$ cat src/rtl/cic_pkg.sv
// Shared constants and width helper for the CIC decimator and the I/Q top level
// that instantiates one decimator per mixer output.
package cic_pkg;

    localparam int CIC_WIDTH      = 12;
    localparam int CIC_STAGES     = 4;
    localparam int CIC_DECIM_LOG2 = 6;
    localparam int CIC_OUT_WIDTH  = 16;

    // Worst-case register growth of an N-stage CIC with R = 2^decim_log2.
    function automatic int cic_acc_width(input int width, input int stages, input int decim_log2);
        return width + stages * decim_log2;
    endfunction

endpackage

$ cat src/rtl/cic_comb_stage.sv
// One low-rate comb section: c <= din - d, d <= din, both only when enabled.
module cic_comb_stage
    import cic_pkg::*;
#(
    parameter int ACC_WIDTH = 36
) (
    input  logic                 clock,
    input  logic                 clock_areset_n,
    input  logic                 en,
    input  logic [ACC_WIDTH-1:0] din,
    output logic [ACC_WIDTH-1:0] dout
);

    logic [ACC_WIDTH-1:0] c_q;
    logic [ACC_WIDTH-1:0] c_d;
    logic [ACC_WIDTH-1:0] d_q;
    logic [ACC_WIDTH-1:0] d_d;

    // Modulo subtraction; integrator wrap cancels out here.
    always_comb begin
        c_d = c_q;
        d_d = d_q;
        if (en) begin
            c_d = din - d_q;
            d_d = din;
        end
    end

    always_ff @(posedge clock or negedge clock_areset_n) begin
        if (!clock_areset_n) begin
            c_q <= '0;
            d_q <= '0;
        end else begin
            c_q <= c_d;
            d_q <= d_d;
        end
    end

    assign dout = c_q;

endmodule

$ cat src/rtl/cic_decimator.sv
// Single-channel CIC decimator: full-rate integrators, decimate by 2^DECIM_LOG2,
// pipelined low-rate combs, truncated output with a one-cycle valid strobe.
module cic_decimator
    import cic_pkg::*;
#(
    parameter int WIDTH      = CIC_WIDTH,
    parameter int STAGES     = CIC_STAGES,
    parameter int DECIM_LOG2 = CIC_DECIM_LOG2,
    parameter int OUT_WIDTH  = CIC_OUT_WIDTH
) (
    input  logic                        clock,
    input  logic                        clock_areset_n,
    input  logic                        in_valid,
    input  logic signed [WIDTH-1:0]     data_in,
    output logic                        out_valid,
    output logic signed [OUT_WIDTH-1:0] out_data
);

    localparam int ACC_WIDTH = cic_acc_width(WIDTH, STAGES, DECIM_LOG2);
    localparam logic [DECIM_LOG2-1:0] CNT_LAST = '1;

    logic [ACC_WIDTH-1:0] sample_ext;
    logic [ACC_WIDTH-1:0] integ_tap [STAGES];
    logic [ACC_WIDTH-1:0] comb_in   [STAGES];
    logic [ACC_WIDTH-1:0] comb_out  [STAGES];
    logic [ACC_WIDTH-1:0] comb_last;

    logic [DECIM_LOG2-1:0] count_q;
    logic [DECIM_LOG2-1:0] count_d;
    logic                  dec_stb_q;
    logic                  dec_stb_d;
    logic [STAGES-1:0]     fire;
    logic [STAGES-1:0]     fire_q;
    logic [STAGES-1:0]     fire_d;

    assign sample_ext = {{(ACC_WIDTH-WIDTH){data_in[WIDTH-1]}}, data_in};

    // Each integrator adds the registered value of the stage before it, so
    // stage k lags the input by k accepted samples.
    for (genvar gi = 0; gi < STAGES; gi++) begin : g_integ
        logic [ACC_WIDTH-1:0] integ_q;
        logic [ACC_WIDTH-1:0] integ_d;
        logic [ACC_WIDTH-1:0] addend;

        if (gi == 0) begin : g_first
            assign addend = sample_ext;
        end else begin : g_chain
            assign addend = integ_tap[gi-1];
        end

        always_comb begin
            integ_d = integ_q;
            if (in_valid) begin
                integ_d = integ_q + addend;
            end
        end

        always_ff @(posedge clock or negedge clock_areset_n) begin
            if (!clock_areset_n) begin
                integ_q <= '0;
            end else begin
                integ_q <= integ_d;
            end
        end

        assign integ_tap[gi] = integ_q;
    end

    always_comb begin
        count_d   = count_q;
        dec_stb_d = 1'b0;
        if (in_valid) begin
            count_d   = count_q + 1'b1;
            dec_stb_d = (count_q == CNT_LAST);
        end
    end

    always_ff @(posedge clock or negedge clock_areset_n) begin
        if (!clock_areset_n) begin
            count_q   <= '0;
            dec_stb_q <= 1'b0;
        end else begin
            count_q   <= count_d;
            dec_stb_q <= dec_stb_d;
        end
    end

    // fire[k] enables comb stage k; the token walks one stage per clock.
    for (genvar gi = 0; gi < STAGES; gi++) begin : g_fire
        if (gi == 0) begin : g_head
            assign fire[gi] = dec_stb_q;
        end else begin : g_walk
            assign fire[gi] = fire_q[gi-1];
        end
    end

    always_comb begin
        fire_d = fire;
    end

    always_ff @(posedge clock or negedge clock_areset_n) begin
        if (!clock_areset_n) begin
            fire_q <= '0;
        end else begin
            fire_q <= fire_d;
        end
    end

    for (genvar gi = 0; gi < STAGES; gi++) begin : g_comb
        if (gi == 0) begin : g_src
            assign comb_in[gi] = integ_tap[STAGES-1];
        end else begin : g_link
            assign comb_in[gi] = comb_out[gi-1];
        end

        cic_comb_stage #(
            .ACC_WIDTH(ACC_WIDTH)
        ) u_comb (
            .clock          (clock),
            .clock_areset_n (clock_areset_n),
            .en             (fire[gi]),
            .din            (comb_in[gi]),
            .dout           (comb_out[gi])
        );
    end

    // The last comb register only changes when its stage fires, so it holds
    // the sample between strobes without a separate output register.
    assign comb_last = comb_out[STAGES-1];
    assign out_data  = comb_last[ACC_WIDTH-1 -: OUT_WIDTH];
    assign out_valid = fire_q[STAGES-1];

    if (ACC_WIDTH > OUT_WIDTH) begin : g_trunc
        logic unused_trunc_bits;
        assign unused_trunc_bits = ^comb_last[ACC_WIDTH-OUT_WIDTH-1:0];
    end

endmodule

$ cat config.mk
export PLATFORM = sky130hd
export DESIGN_NAME = cic_decimator
export DESIGN_NICKNAME = d
export VERILOG_FILES = /design/src/rtl/cic_pkg.sv /design/src/rtl/cic_comb_stage.sv /design/src/rtl/cic_decimator.sv
export SDC_FILE = /design/constraint.sdc
export NUM_CORES = 1
export LEC_CHECK = 0
export ABC_AREA = 1
export BUFFER_PORTS_ARGS = -buffer_cell sky130_fd_sc_hd__buf_4
export CAP_MARGIN = 20
export CORE_MARGIN = 3
export CORE_UTILIZATION = 30
export DETAILED_ROUTE_END_ITERATION = 7
export SYNTH_ARGS = -nofsm -noshare
export SYNTH_HDL_FRONTEND = slang
export SYNTH_SLANG_ARGS = --single-unit
$ cat constraint.sdc
create_clock -name clock -period 2.4 [get_ports clock]
set_input_delay 0.12 -clock clock [delete_from_list [all_inputs] [get_ports clock]]
set_output_delay 0.12 -clock clock [all_outputs]
set_load 0.02 [all_outputs]
; Yosys cells after proc, flatten, opt, wreduce, memory -nomap -nowiden
; Index checks and enable logic that the tools add are counted.
[totals]
register_bits = 443
latchBits = 0
ramBits = 0
mem_bits_ro = 0
input_bits = 15
output_inout_bits = 17
elab_cells = 26
mem_count = 0
[classes]
add_sub_neg = 9
multipliers = 0
n_div = 0
magnitude_cmp = 0
n_eq_ne = 1
n_shift = 0
muxes = 1
bitwise = 0
reduce_logical = 0
[ops]
columns = cell, count
row1 = 36-bit adder, 4
row2 = 36-bit subtractor, 4
row3 = 6-bit by 1-bit adder with 6-bit output (second input constant), 1
row4 = 6-bit == test (second input constant), 1
row5 = 1-bit 2-to-1 mux, 1

; Depth between registers and ports, before layout
[depth]
depth_word = 2
depth_mapped = 15
ltp_nobuf = 15

; Modules after synthesis
; A second synthesis with hierarchy kept.
[unflattened]
cells_unflattened = 5592
hier_area_um2 = 36087.1
[by_module_without_submodules]
columns = module, n_inst, cells_per_inst, area_per_inst_um2, seq_area_each_um2
row1 = cic_comb_stage, 4, 773, 5167.5, 1801.7
row2 = cic_decimator, 1, 2500, 15417.3, 3878.7

; Least setup slack after synthesis
; OpenSTA, ideal clock, no wires.
[synth_timing]
path_type = register to register
start = register g_integ[0].integ_q[0]
end = register g_integ[1].integ_q[24]
setup_time_ns = 0.118
arrival_ns = 1.831
required_ns = 2.282
setup_slack_ns = 0.451
path_stages_with_launch = 13
path_buffers = 0
period_less_slack_ns = 1.949
path_cell_list = dfrtp_1 > ha_1 > fa_1 > inv_1 > nor2_1 > nor2_1 > o21ai_2 > nand3_1 > nand2_1 > nand2_1 > nand3_1 > nand3_1 > nand2_1
[synth_via]
elab_chain_cells = 1
[synth_rtl]
columns = element, line
row1 = from (decl), cic_decimator.sv:41  ; logic [ACC_WIDTH-1:0] integ_q;
row2 = from (signal assigned), cic_decimator.sv:62  ; integ_q <= integ_d;
row3 = 36-bit adder, cic_decimator.sv:54  ; integ_d = integ_q + addend;
row4 = to (signal assigned), cic_decimator.sv:62
row5 = to (decl), cic_decimator.sv:41
; No other way between the ends.
; A chain may end at the register's enable or synchronous reset.

; Worst setup path in the final report
[layout_timing]
start = register g_comb[2].u_comb.c_q[28]
end = register g_comb[3].u_comb.c_q[33]
[layout_via]
elab_chain_cells = 1
[layout_rtl]
columns = element, line
row1 = from (decl), cic_comb_stage.sv:14  ; logic [ACC_WIDTH-1:0] c_q;
row2 = from (signal assigned), cic_comb_stage.sv:31  ; c_q <= '0;
row3 = from (signal assigned), cic_comb_stage.sv:34  ; c_q <= c_d;
row4 = 36-bit subtractor, cic_comb_stage.sv:24  ; c_d = din - d_q;
row5 = to (signal assigned), cic_comb_stage.sv:31
row6 = to (signal assigned), cic_comb_stage.sv:34
row7 = to (decl), cic_comb_stage.sv:14
; No other way between the ends.

==> reports/results.txt <==
outcome -> completed
Top Layer Used -> met4
most common cell after layout, fill and taps aside -> nand2_1
mapped cell area -> 32710 um^2
Met2 Routed Length -> 49.74 mm
crit-path most repeated cell -> nand2_1
final WL -> 98.42 mm
die width -> 336.2 um
Mapped Avg Cell Area -> 6.700 um^2
die height -> 336.2 um
fin. max-slew vios -> 0
global-route usage over all layers -> 17.26%
Critical-path top delay cell -> ha_1
routed metal-1 wirelength -> 40.46 mm
layout overhead on the synthesized area -> 14.03%
TritonCTS clock tree -> built
number of max-cap violations -> 0
Nets -> 5263
pin count of the biggest net entering global routing -> 90
# DRC -> 0
Clk Latency, worst-skew pair -> 0.65 ns
antenna violations before repair -> 0
clk sinks -> 423
startpoint of the worst hold path -> data_in[5]
critical path type -> flop to flop
Cell variety after synth -> 40
crit-path cells -> ha_1 -> nand2_1 -> nor2_1 -> nand2_1 -> nor2_2 -> a21boi_1 -> nor2_1 -> nand2_1 -> nand2_1 -> nand3_1 -> nand2_1
Antenna diodes -> 0
Startpoint Class -> flop
cell taking the most area after synthesis -> dfrtp_1
CP required -> 2.93 ns
actual slew at the worst max-slew pin -> 0.8347 ns
synth top area cells -> dfrtp_1 32%, nand2_1 19%, ha_1 11%
Syn Inst Count -> 4881
ANT nets after route -> 0
RR Startpoint -> g_comb[2].u_comb.dout[28]
Inst Count DP -> 6294
top cell type's share of synthesized area -> 32.37%
Worst Setup SP -> g_comb[2].u_comb.dout[28]
Finish-stage setup viols -> 0
f_max -> 436.5 MHz
Final HPWL DP -> 78.31 mm
Initial DRC Count -> 1705
Register Area -> 10590 um^2
Synth Register Bits -> 423
die area -> 113000 um^2
Layout Utilization -> 34.64%
H-tree levels -> 2
hold_ws -> 0.05184 ns
slew margin rel. -> 44.35%
I/O Pins -> 32
syn nets -> 5183
Finished Cell Area -> 37290 um^2
first-pass GRT wire length -> 159.0 mm
CTS root buf -> clkbuf_16
Core Rows -> 120
clk slew on worst S/H paths -> 0.06 ns
worst-path fanout max -> 5
Crit path largest cell delay -> 0.42 ns
Initial Utilization -> 30.38%
CTS Buf Count -> 53
Worst EP arrival -> 2.82 ns
placed cell areas -> 35020 um^2
fin crit share -> 95.46%
Fill cells -> 11700
via count -> 31390
final hold violation count -> 0
Yosys warning count -> 0
commonest cells after routing, fill and taps aside -> 1663 x nand2_1, 467 x nor2_1, 432 x inv_1
Seq/Total Area, Yosys -> 32.37%
routability cong. -> 0.9242
drt pass-1 iters -> 7
grt total ovfl -> 0
ratio of cells with drive above 1 in the final layout -> 5.394%
maximum clock insertion buffer count -> 3
# port buffers -> 31
min-delay worst type -> input port to flop
WL/cell -> 15.36 um
routed vias/inst -> 4.897
core area -> 107700 um^2
CP Capture Type -> flop
Clock Skews -> 0.02196 ns
min Tclk post-route -> 2.291 ns
vias in the first global route -> 31160
DR WL met3 -> 3.000 mm
Final Non-Filler Cells -> 6409
Multi-input gate area -> 20230 um^2
## repair_timing
action	4_1_cts	5_1_grt
endpoints found under the setup margin	0	40
hold buffers	12	0
hold endpoints to repair	435	0
setup buffers	0	3
gates resized for setup	0	33
## routing by layer
layer  vias to the layer above  GRT usage (%)
li1                      16250              -
met1                     14350          19.26
met2                       530          32.41
met3                       263          1.885
met4                         0          8.401
met5                         -              0
## path summary, 6_finish.rpt
path | endpoint | slack, ns | cells after the start
setup reg to reg | g_comb[3].u_comb.dout[33] | 0.11 | 11
hold reg to reg | g_comb[3].u_comb.dout[33] | 0.48 | 2
min in group asynchronous | g_comb[2].u_comb.dout[0] | 0.06 | 2
max in group asynchronous | g_integ[0].integ_q[33] | 1.54 | 3
setup / recovery | g_comb[3].u_comb.dout[33] | 0.11 | 11
hold / removal | g_integ[0].integ_q[5] | 0.05 | 4
## synth_stat cells (all sizes together)
master  number
dfrtp      423
nand3b      54
xnor2       84
fa           7
nor2       486
nand2b       1
inv        440
nand2     1668
o21bai      18
a31oi        4
nand4       22
buf          9
clkbuf      81
a21boi       1
o211ai       8
o21ai      446
nor4        20
nor3b        3
nor3        40
xor2        36
a21o        35
ha         280
or2         13
o21a        16
a21oi      341
nand3      338
a31o         3
clkinv       3
and2         1
## cell type report
class                           count  share of cell area [%]
Clock inverter                     35                   1.520
Sequential cell                   423                   28.40
Multi-Input combinational cell   3925                   54.25
Tap cell                         1403                   4.707
Timing Repair Buffer              115                   2.785
Clock buffer                       65                   3.865
Inverter                          443                   4.472
## through the flow
| step | setup TNS, ns | setup WS [ns] |
|---|---|---|
| floorplan | 0 | 0.4511 |
| global placement | 0 | 0.06195 |
| detailed placement | 0 | 0.07027 |
| CTS | 0 | 0.05977 |
| global route | -0.02794 | -0.02794 |
| finish | 0 | 0.1090 |
## state kept, by name, summed over array words and instances, names as in the netlist
name,flops
fire_q,4
count_q,6
dec_stb_q,1
g_comb.u_comb.dout,124
g_comb.u_comb.d_q,144
g_integ.integ_q,144
## worst max-delay path: cells and delay by family (launching register included)
| kind | cells | cell delay [ns] |
|---|---|---|
| and+or+nand+nor | 9 | 1.02 |
| adders and majority gates | 1 | 0.42 |
| DFF | 1 | 0.40 |
| AOI/OAI and AO/OA | 1 | 0.33 |
## logic make-up after synthesis
family / after synthesis / synth area share [%]
compound gates: 872 / 14.09
xor+xnor: 120 / 3.214
fa+ha+maj: 287 / 11.14
buf+inv: 533 / 6.129
flops: 423 / 32.37
simple gates: 2646 / 33.06
Power is not shown: default switching activity piles up to over one toggle a cycle in this logic, so the estimate is an artifact.
